[src/rtl/uart_mmio.sv]
// Memory-mapped 8N1 UART: TXD/RXD/STAT registers on the CPU data bus,
// 16x-oversampled receiver with glitch rejection and a level interrupt.
module uart_mmio #(
    parameter logic [31:0] BASE_ADDR = 32'h4000_0018,
    parameter int          DIV16     = 65
) (
    input  logic        sysclk,
    input  logic        reset,
    input  logic        rd,
    input  logic        wr,
    input  logic [31:0] addr,
    input  logic [31:0] wdata,
    output logic [31:0] rdata,
    input  logic        uart_rx,
    output logic        uart_tx,
    output logic        irq
);
    localparam int CW = (DIV16 > 1) ? $clog2(DIV16) : 1;

    typedef enum logic [1:0] {S_IDLE, S_START, S_DATA, S_STOP} state_t;

    logic [CW-1:0] tick_cnt_q, tick_cnt_d;
    logic          tick;

    logic [29:0] base_word;
    logic        sel_txd, sel_rxd, sel_stat;
    logic        rd_rxd, rd_stat, wr_txd, wr_stat;
    logic        unused_bits;

    state_t      tx_state_q, tx_state_d;
    logic [3:0]  tx_tcnt_q, tx_tcnt_d;
    logic [2:0]  tx_bit_q, tx_bit_d;
    logic [7:0]  tx_data_q, tx_data_d;
    logic        tx_busy_q, tx_busy_d;
    logic        tx_done_q, tx_done_d;
    logic        tx_line_q, tx_line_d;

    logic        rx_meta_q, rx_s_q;
    state_t      rx_state_q, rx_state_d;
    logic [3:0]  rx_tcnt_q, rx_tcnt_d;
    logic [2:0]  rx_bit_q, rx_bit_d;
    logic [7:0]  rx_shift_q, rx_shift_d;
    logic [7:0]  rx_data_q, rx_data_d;
    logic        rx_valid_q, rx_valid_d;
    logic        rx_over_q, rx_over_d;
    logic        frame_err_q, frame_err_d;
    logic        rx_armed_q, rx_armed_d;

    logic        rx_ie_q, rx_ie_d;
    logic        tx_ie_q, tx_ie_d;
    logic        irq_q, irq_d;

    assign tick       = (tick_cnt_q == CW'(DIV16 - 1));
    assign tick_cnt_d = tick ? '0 : tick_cnt_q + CW'(1);

    // Byte lanes are irrelevant: every register is a full word.
    assign base_word   = BASE_ADDR[31:2];
    assign sel_txd     = (addr[31:2] == base_word);
    assign sel_rxd     = (addr[31:2] == base_word + 30'd1);
    assign sel_stat    = (addr[31:2] == base_word + 30'd2);
    assign rd_rxd      = rd & sel_rxd;
    assign rd_stat     = rd & sel_stat;
    assign wr_txd      = wr & sel_txd;
    assign wr_stat     = wr & sel_stat;
    assign unused_bits = ^{addr[1:0], wdata[31:10]};

    always_comb begin
        rdata = '0;
        if (rd) begin
            if (sel_txd)
                rdata = {24'b0, tx_data_q};
            else if (sel_rxd)
                rdata = {24'b0, rx_data_q};
            else if (sel_stat)
                rdata = {22'b0, tx_ie_q, rx_ie_q, 3'b0, frame_err_q, rx_over_q,
                         tx_done_q, tx_busy_q, rx_valid_q};
        end
    end

    always_comb begin
        rx_ie_d = rx_ie_q;
        tx_ie_d = tx_ie_q;
        if (wr_stat) begin
            rx_ie_d = wdata[8];
            tx_ie_d = wdata[9];
        end
        irq_d = (rx_valid_q & rx_ie_q) | (tx_done_q & tx_ie_q);
    end

    // Transmitter: flag clears come first so a completing frame wins over a STAT read.
    always_comb begin
        tx_state_d = tx_state_q;
        tx_tcnt_d  = tx_tcnt_q;
        tx_bit_d   = tx_bit_q;
        tx_data_d  = tx_data_q;
        tx_busy_d  = tx_busy_q;
        tx_done_d  = tx_done_q;
        tx_line_d  = 1'b1;
        if (rd_stat)
            tx_done_d = 1'b0;
        if (wr_txd && !tx_busy_q) begin
            tx_data_d = wdata[7:0];
            tx_busy_d = 1'b1;
        end
        case (tx_state_q)
            S_IDLE: begin
                if (tx_busy_q && tick) begin
                    tx_state_d = S_START;
                    tx_tcnt_d  = 4'd0;
                end
            end
            S_START: begin
                if (tick) begin
                    tx_tcnt_d = tx_tcnt_q + 4'd1;
                    if (tx_tcnt_q == 4'd15) begin
                        tx_state_d = S_DATA;
                        tx_bit_d   = 3'd0;
                    end
                end
            end
            S_DATA: begin
                if (tick) begin
                    tx_tcnt_d = tx_tcnt_q + 4'd1;
                    if (tx_tcnt_q == 4'd15) begin
                        if (tx_bit_q == 3'd7)
                            tx_state_d = S_STOP;
                        else
                            tx_bit_d = tx_bit_q + 3'd1;
                    end
                end
            end
            default: begin
                if (tick) begin
                    tx_tcnt_d = tx_tcnt_q + 4'd1;
                    if (tx_tcnt_q == 4'd15) begin
                        tx_state_d = S_IDLE;
                        tx_busy_d  = 1'b0;
                        tx_done_d  = 1'b1;
                    end
                end
            end
        endcase
        // The line is registered from the next state so it never glitches.
        case (tx_state_d)
            S_START: tx_line_d = 1'b0;
            S_DATA:  tx_line_d = tx_data_q[tx_bit_d];
            default: tx_line_d = 1'b1;
        endcase
    end

    // Receiver: sample mid-bit, 8 ticks after the start edge and every 16 thereafter.
    always_comb begin
        rx_state_d  = rx_state_q;
        rx_tcnt_d   = rx_tcnt_q;
        rx_bit_d    = rx_bit_q;
        rx_shift_d  = rx_shift_q;
        rx_data_d   = rx_data_q;
        rx_valid_d  = rx_valid_q;
        rx_over_d   = rx_over_q;
        frame_err_d = frame_err_q;
        rx_armed_d  = rx_armed_q;
        if (rd_rxd)
            rx_valid_d = 1'b0;
        if (rd_stat) begin
            rx_over_d   = 1'b0;
            frame_err_d = 1'b0;
        end
        case (rx_state_q)
            S_IDLE: begin
                if (rx_s_q)
                    rx_armed_d = 1'b1;
                if (tick && rx_armed_q && !rx_s_q) begin
                    rx_state_d = S_START;
                    rx_tcnt_d  = 4'd0;
                end
            end
            S_START: begin
                if (tick) begin
                    rx_tcnt_d = rx_tcnt_q + 4'd1;
                    if (rx_tcnt_q == 4'd7) begin
                        rx_tcnt_d = 4'd0;
                        rx_bit_d  = 3'd0;
                        rx_state_d = rx_s_q ? S_IDLE : S_DATA;
                    end
                end
            end
            S_DATA: begin
                if (tick) begin
                    rx_tcnt_d = rx_tcnt_q + 4'd1;
                    if (rx_tcnt_q == 4'd15) begin
                        rx_shift_d = {rx_s_q, rx_shift_q[7:1]};
                        if (rx_bit_q == 3'd7)
                            rx_state_d = S_STOP;
                        else
                            rx_bit_d = rx_bit_q + 3'd1;
                    end
                end
            end
            default: begin
                if (tick) begin
                    rx_tcnt_d = rx_tcnt_q + 4'd1;
                    if (rx_tcnt_q == 4'd15) begin
                        rx_state_d = S_IDLE;
                        rx_armed_d = 1'b0;
                        if (rx_s_q) begin
                            rx_data_d  = rx_shift_q;
                            rx_valid_d = 1'b1;
                            if (rx_valid_q && !rd_rxd)
                                rx_over_d = 1'b1;
                        end else begin
                            frame_err_d = 1'b1;
                        end
                    end
                end
            end
        endcase
    end

    always_ff @(posedge sysclk or negedge reset) begin
        if (!reset) begin
            tick_cnt_q  <= '0;
            tx_state_q  <= S_IDLE;
            tx_tcnt_q   <= 4'd0;
            tx_bit_q    <= 3'd0;
            tx_data_q   <= 8'd0;
            tx_busy_q   <= 1'b0;
            tx_done_q   <= 1'b0;
            tx_line_q   <= 1'b1;
            rx_meta_q   <= 1'b1;
            rx_s_q      <= 1'b1;
            rx_state_q  <= S_IDLE;
            rx_tcnt_q   <= 4'd0;
            rx_bit_q    <= 3'd0;
            rx_shift_q  <= 8'd0;
            rx_data_q   <= 8'd0;
            rx_valid_q  <= 1'b0;
            rx_over_q   <= 1'b0;
            frame_err_q <= 1'b0;
            rx_armed_q  <= 1'b0;
            rx_ie_q     <= 1'b0;
            tx_ie_q     <= 1'b0;
            irq_q       <= 1'b0;
        end else begin
            tick_cnt_q  <= tick_cnt_d;
            tx_state_q  <= tx_state_d;
            tx_tcnt_q   <= tx_tcnt_d;
            tx_bit_q    <= tx_bit_d;
            tx_data_q   <= tx_data_d;
            tx_busy_q   <= tx_busy_d;
            tx_done_q   <= tx_done_d;
            tx_line_q   <= tx_line_d;
            rx_meta_q   <= uart_rx;
            rx_s_q      <= rx_meta_q;
            rx_state_q  <= rx_state_d;
            rx_tcnt_q   <= rx_tcnt_d;
            rx_bit_q    <= rx_bit_d;
            rx_shift_q  <= rx_shift_d;
            rx_data_q   <= rx_data_d;
            rx_valid_q  <= rx_valid_d;
            rx_over_q   <= rx_over_d;
            frame_err_q <= frame_err_d;
            rx_armed_q  <= rx_armed_d;
            rx_ie_q     <= rx_ie_d;
            tx_ie_q     <= tx_ie_d;
            irq_q       <= irq_d;
        end
    end

    assign uart_tx = tx_line_q;
    assign irq     = irq_q;
endmodule
[config.mk]
export PLATFORM = sky130hd
export DESIGN_NAME = uart_mmio
export DESIGN_NICKNAME = d
export VERILOG_FILES = /design/src/rtl/uart_mmio.sv
export SDC_FILE = /design/constraint.sdc
export NUM_CORES = 1
export LEC_CHECK = 0
export ABC_AREA = 0
export BUFFER_PORTS_ARGS = -buffer_cell sky130_fd_sc_hd__buf_2
export CAP_MARGIN = 20
export CORE_MARGIN = 4
export CORE_UTILIZATION = 45
export CTS_CLUSTER_SIZE = 10
export DETAILED_ROUTE_END_ITERATION = 6
export GPL_TIMING_DRIVEN = 0
export PLACE_DENSITY = 0.7
export SETUP_SLACK_MARGIN = 0.2
export SYNTH_ARGS = -nofsm -noshare
export SYNTH_HDL_FRONTEND = slang
export SYNTH_SLANG_ARGS = --single-unit
[constraint.sdc]
create_clock -name sysclk -period 3.2 [get_ports sysclk]
set_input_delay 0.16 -clock sysclk [delete_from_list [all_inputs] [get_ports sysclk]]
set_output_delay 0.16 -clock sysclk [all_outputs]
set_load 0.01 [all_outputs]
Word level (Yosys, flattened, before mapping)
Cells that the tools add are included.

Bits in registers: 61.

Add/sub/neg operators: 5. Multiplexer cells: 75. Eq/ne operators: 24. Bitwise gates (word level): 9. Reductions and logical operators: 25. Order comparisons: 1.

Operators with widths (count): equality test 30 x 29 -> 1 bit, second input constant (3); 2-to-1 mux 32 bit (2); 2-to-1 mux 2 bit (17); 2-to-1 mux 3 bit (10); 2-to-1 mux 1 bit (28); 2-to-1 mux 4 bit (7); 2-to-1 mux 10 bit (2); != test 2 bit, second input constant (9); case mux 2 bit (3 select lines) (2); case mux 3 bit (2 select lines) (2); adder 4 x 1 -> 4 bit, second input constant (2); equality test 4 bit, second input constant (2); case mux 4 bit (2 select lines) (1); AND reduction 4 bit (2); AND reduction 8 bit (1); nonzero test 2 bit (4); adder 7 x 1 -> 7 bit, second input constant (1); equality test 7 bit, second input constant (1); 2-to-1 mux 7 bit (1); adder 3 x 1 -> 3 bit, second input constant (2); AND 1 bit (6); equality test 2 x 1 -> 1 bit, second input constant (3); equality test 2 bit, second input constant (3); equality test 3 bit, second input constant (2); 15 further kinds (26).

Logic depth before layout (Yosys ltp)
Depth after elaboration: 9. Mapped depth: 9. Depth with buffers taken out: 9.

Least setup slack after synthesis
No wires, ideal clock.

Path type: register to register. Start: reg tick_cnt_q[3]. End: reg tx_line_q, in the netlist uart_tx. Data required time: 3.117 ns. Data arrival time: 2.135 ns. Slack: 0.982 ns. Period minus slack after synthesis: 2.218 ns. Setup time: 0.083 ns. Cell stages (with the launch flop): 8. Cell sequence: dfrtp_1 nor4b_4 nand4_1 or3_4 o22ai_2 mux2i_1 nor3b_2 o32a_1.

Cells in the longest elaborated chain, start to end: 6.

RTL lines: start, declared (line 22) `logic [CW-1:0] tick_cnt_q, tick_cnt_d;`; start signal, assigned (line 244) `tick_cnt_q <= tick_cnt_d;`; equality test 7 bit * (line 53) `assign tick = (tick_cnt_q == CW'(DIV16 - 1));`; 2-to-1 mux 3 bit, on equally long branches (line 122, 113); case mux 3 bit (2 select lines) * (line 105) `case (tx_state_q)`; via tx_bit_d[1] (line 32) `logic [2:0] tx_bit_q, tx_bit_d;`; binary-select mux 1 bit (select 3 bit) * (line 146) `S_DATA: tx_line_d = tx_data_q[tx_bit_d];`; 2-to-1 mux 1 bit (not written as such) * (line 146); case mux 1 bit (2 select lines) * (line 144) `case (tx_state_d)`; via tx_line_d (line 36) `logic tx_line_q, tx_line_d;`; end signal, assigned (line 251) `tx_line_q <= tx_line_d;`; end, declared (line 36).

Mark *: on every way through the listed nets, which the timed path passes. The rest lies on a longest branch. The select of a mux whose other input is x is not followed. A chain may end at the register's enable or synchronous reset.

Final worst setup path
Start: in addr[7]. End: out rdata[1].

Cells in the longest elaborated chain, start to end: 5.

RTL lines: start, declared (line 11) `input logic [31:0] addr,`; equality test 30 x 29 -> 1 bit (line 60) `assign sel_stat = (addr[31:2] == base_word + 30'd2);`; 2-to-1 mux 10 bit (line 74) `else if (sel_stat)`; 2-to-1 mux 10 bit (line 72) `else if (sel_rxd)`; 2-to-1 mux 32 bit * (line 70) `if (sel_txd)`; 2-to-1 mux 32 bit * (line 69) `if (rd) begin`; end, declared (line 13) `output logic [31:0] rdata,`.

Every way passes the cells marked *; elsewhere a longest branch is shown, timed or not.

==> results.txt <==
status - completed
post-layout util - 0.5677
Num CTS Buffers - 9
Sink Count - 61
vias in the first global route - 2525
Final Cycle Share - 0.7826
wirelength, routed - 7060 um
clk_skew - 9.917 ps
top post-synthesis cells by area - dfrtp_1 42%, ha_1 6.6%, nand2_1 6.1%
WL/cell - 13.22 um
Crit Path Class - primary input to output pin
Hold Startpoint - wdata[8]
Reg2Reg Setup Slack - 700 ps
first-pass GRT wire length - 11650 um
DP Wirelength - 5381 um
Die Height - 95.21 um
post-cts sizing count - 0
Die Wd - 95.21 um
drt drc - 0
CTS clk-pin slew, worst paths - 70 ps
achievable frequency - 399.3 MHz
I/O pin count - 103
max-cap viol count - 0
Clock Path Buffers - 2
most common cell after layout, fill and taps aside - dfrtp_1
Ys Warns - 0
CP endpoint kind - output pin
Critical Path Fanout Max - 10
ANT cells - 0
dpl cells - 516
via/cell ratio - 5.026
post-synth top area share - 0.4241
total number of vias - 2684
Tot GR Track Use - 0.1663
Multi-input gate area - 0.001727 mm2
Worst Tran Pin Value - 1031 ps
worst hold path type - primary input to flop
area grow syn2layout - 21.61%
Synth Area per Inst - 10.09 um2
antenna viol nets, final - 0
Iteration-0 DRC Markers - 179
VDD IR max - 0.3230 mV
pwr dens - 388.5 mW/mm2
worst r2r src - tick_cnt_q[3]
Leak - 2.031 nW
hold slack - 23.18 ps
Initial DRT Pass Iterations - 5
Slew HR - 0.3110
Final Hold Fails - 0
clock root buffer - clkbuf_8
core area - 0.007331 mm2
Worst Setup SP - addr[7]
min Tclk post-route - 2504 ps
Cell Area, Synth - 0.003422 mm2
register area - 0.001530 mm2
most frequent cells in the layout - 58 x dfrtp_1, 56 x nand2_1, 56 x buf_2
Initial Util - 0.4668
synth unique cells - 57
antenna violations before repair - 0
H-tree depth - 3
Final Non-Filler Cells - 534
Placed Area - 0.003925 mm2
Setup-failing EPs final - 0
Synth async-reset ratio - 1.000
RSZ-0062 raised after global routing - no
Syn Inst Count - 339
EDFF count, synth - 0
predominant post-synthesis flop cell - dfrtp_1
largest net degree at the start of global routing - 34
CTS tree - done
routability congestion estimate from global placement - 0.8315
crit start category - primary input
FILL cells - 650
die area - 0.009064 mm2
CP Data Required Time - 3040 ps
Arr. time, crit path - 2340 ps
leading area contributor after synthesis - dfrtp_1
count of state elements after synthesis - 61
setup TNS - 0 ps
share of post-route cells with drive strength above 1 - 0.2736
sequential area share after synthesis - 0.4472
std cell rows - 31
nets - 517
PortBufs - 56
Final Cell Area - 0.004161 mm2
Overflow after GRT - 0
worst skew pair latency - 350 ps
fin. max-slew vios - 0
[power breakdown]
part	switching [W]	internal, W
logic	0.0000424	0.0000439
registers	0.00000128	0.000773
clock network	0.000300	0.000456
total	0.000344	0.00127
[state kept, by name, summed over array words and instances, names as in the netlist]
name and count:
tx_data_q 8, rx_meta_q 1, rx_s_q 1, rx_armed_q 1
tick_cnt_q 7, rx_bit_q 3, uart_tx 1, rx_over_q 1
tx_state_q 2, tx_busy_q 1, rx_tcnt_q 4, tx_bit_q 3
rx_valid_q 1, tx_done_q 1, irq 1, rx_data_q 8
tx_tcnt_q 4, rx_ie_q 1, tx_ie_q 1, rx_state_q 2
frame_err_q 1, rx_shift_q 8
[final timing paths]
check,end,cells after the start
worst max-delay path,rdata[1],8
min in group asynchronous,rx_shift_q[1],2
worst max register to register,uart_tx,7
max in group asynchronous,uart_tx,3
worst min-delay path,rx_ie_q,2
worst min register to register,rx_s_q,0
[area by class of cell]
cell class | instances | area share
Buffer | 25 | 0.04239
Clock buffer | 11 | 0.03397
Clock inverter | 5 | 0.01804
Inverter | 18 | 0.01624
Multi-Input combinational cell | 256 | 0.4149
Sequential cell | 61 | 0.3677
Tap cell | 99 | 0.02977
Timing Repair Buffer | 59 | 0.07697
[per-stage QoR]
step | power (W) | setup slack (ps)
global placement | 0.0008694 | 765.2
CTS | 0.001635 | 736.5
global route | 0.001685 | 381.6
finish | 0.001617 | 695.7
floorplan | 0.0008263 | 981.9
detailed placement | 0.0008737 | 744.5
[cells in the mapped netlist, drive strengths merged, types with 2 or more instances]
master	instances
a222oi	5
nand3	10
o22ai	2
dfstp	3
o21ai	20
dfrtp	58
ha	18
nor3b	3
nand2	56
a22o	3
nor4	7
nor4b	2
inv	18
nor3	5
or3	2
and3	6
nor2	13
a21oi	8
xnor2	4
o22a	2
and2	2
a31oi	3
clkbuf	3
a22oi	3
buf	22
nand2b	2
a41oi	2
nand4	4
mux2	21
nor2b	10
mux2i	5
o31ai	2
[routing by layer]
metal / part of all wire / track usage / vias up
li1: - / - / 1349
met1: 0.45 / 0.2237 / 1266
met2: 0.48 / 0.2536 / 58
met3: 0.060 / 0.05919 / 11
met4: 0.014 / 0.04688 / 0
met5: 0 / 0 / -
[logic make-up (layout without fill, tap and decap cells)]
family                     Yosys count  after routing  synth area share
other                                1             22          0.001096
xor gates and xnor gates             5              5           0.01280
adders and majority gates           18             18           0.06581
AOI/OAI and AO/OA                   58             58            0.1174
muxes                               26             26           0.08739
DFF                                 61             61            0.4472
and+or+nand+nor                    127            127            0.1971
buffers and inverters               43            118           0.07130
[critical path, cell delays in order]
cell,delay (ps)
buf_2,100
nor4_1,300
nand3_1,180
nor3_1,230
nor3b_1,860
a222oi_1,150
nor2b_1,210
buf_2,150
[repair_timing]
item,4_1_cts,5_1_grt
hold buffers,2,0
setup buffers,0,0
endpoints found under the hold margin,27,0
(Power assumes the default switching activity.)
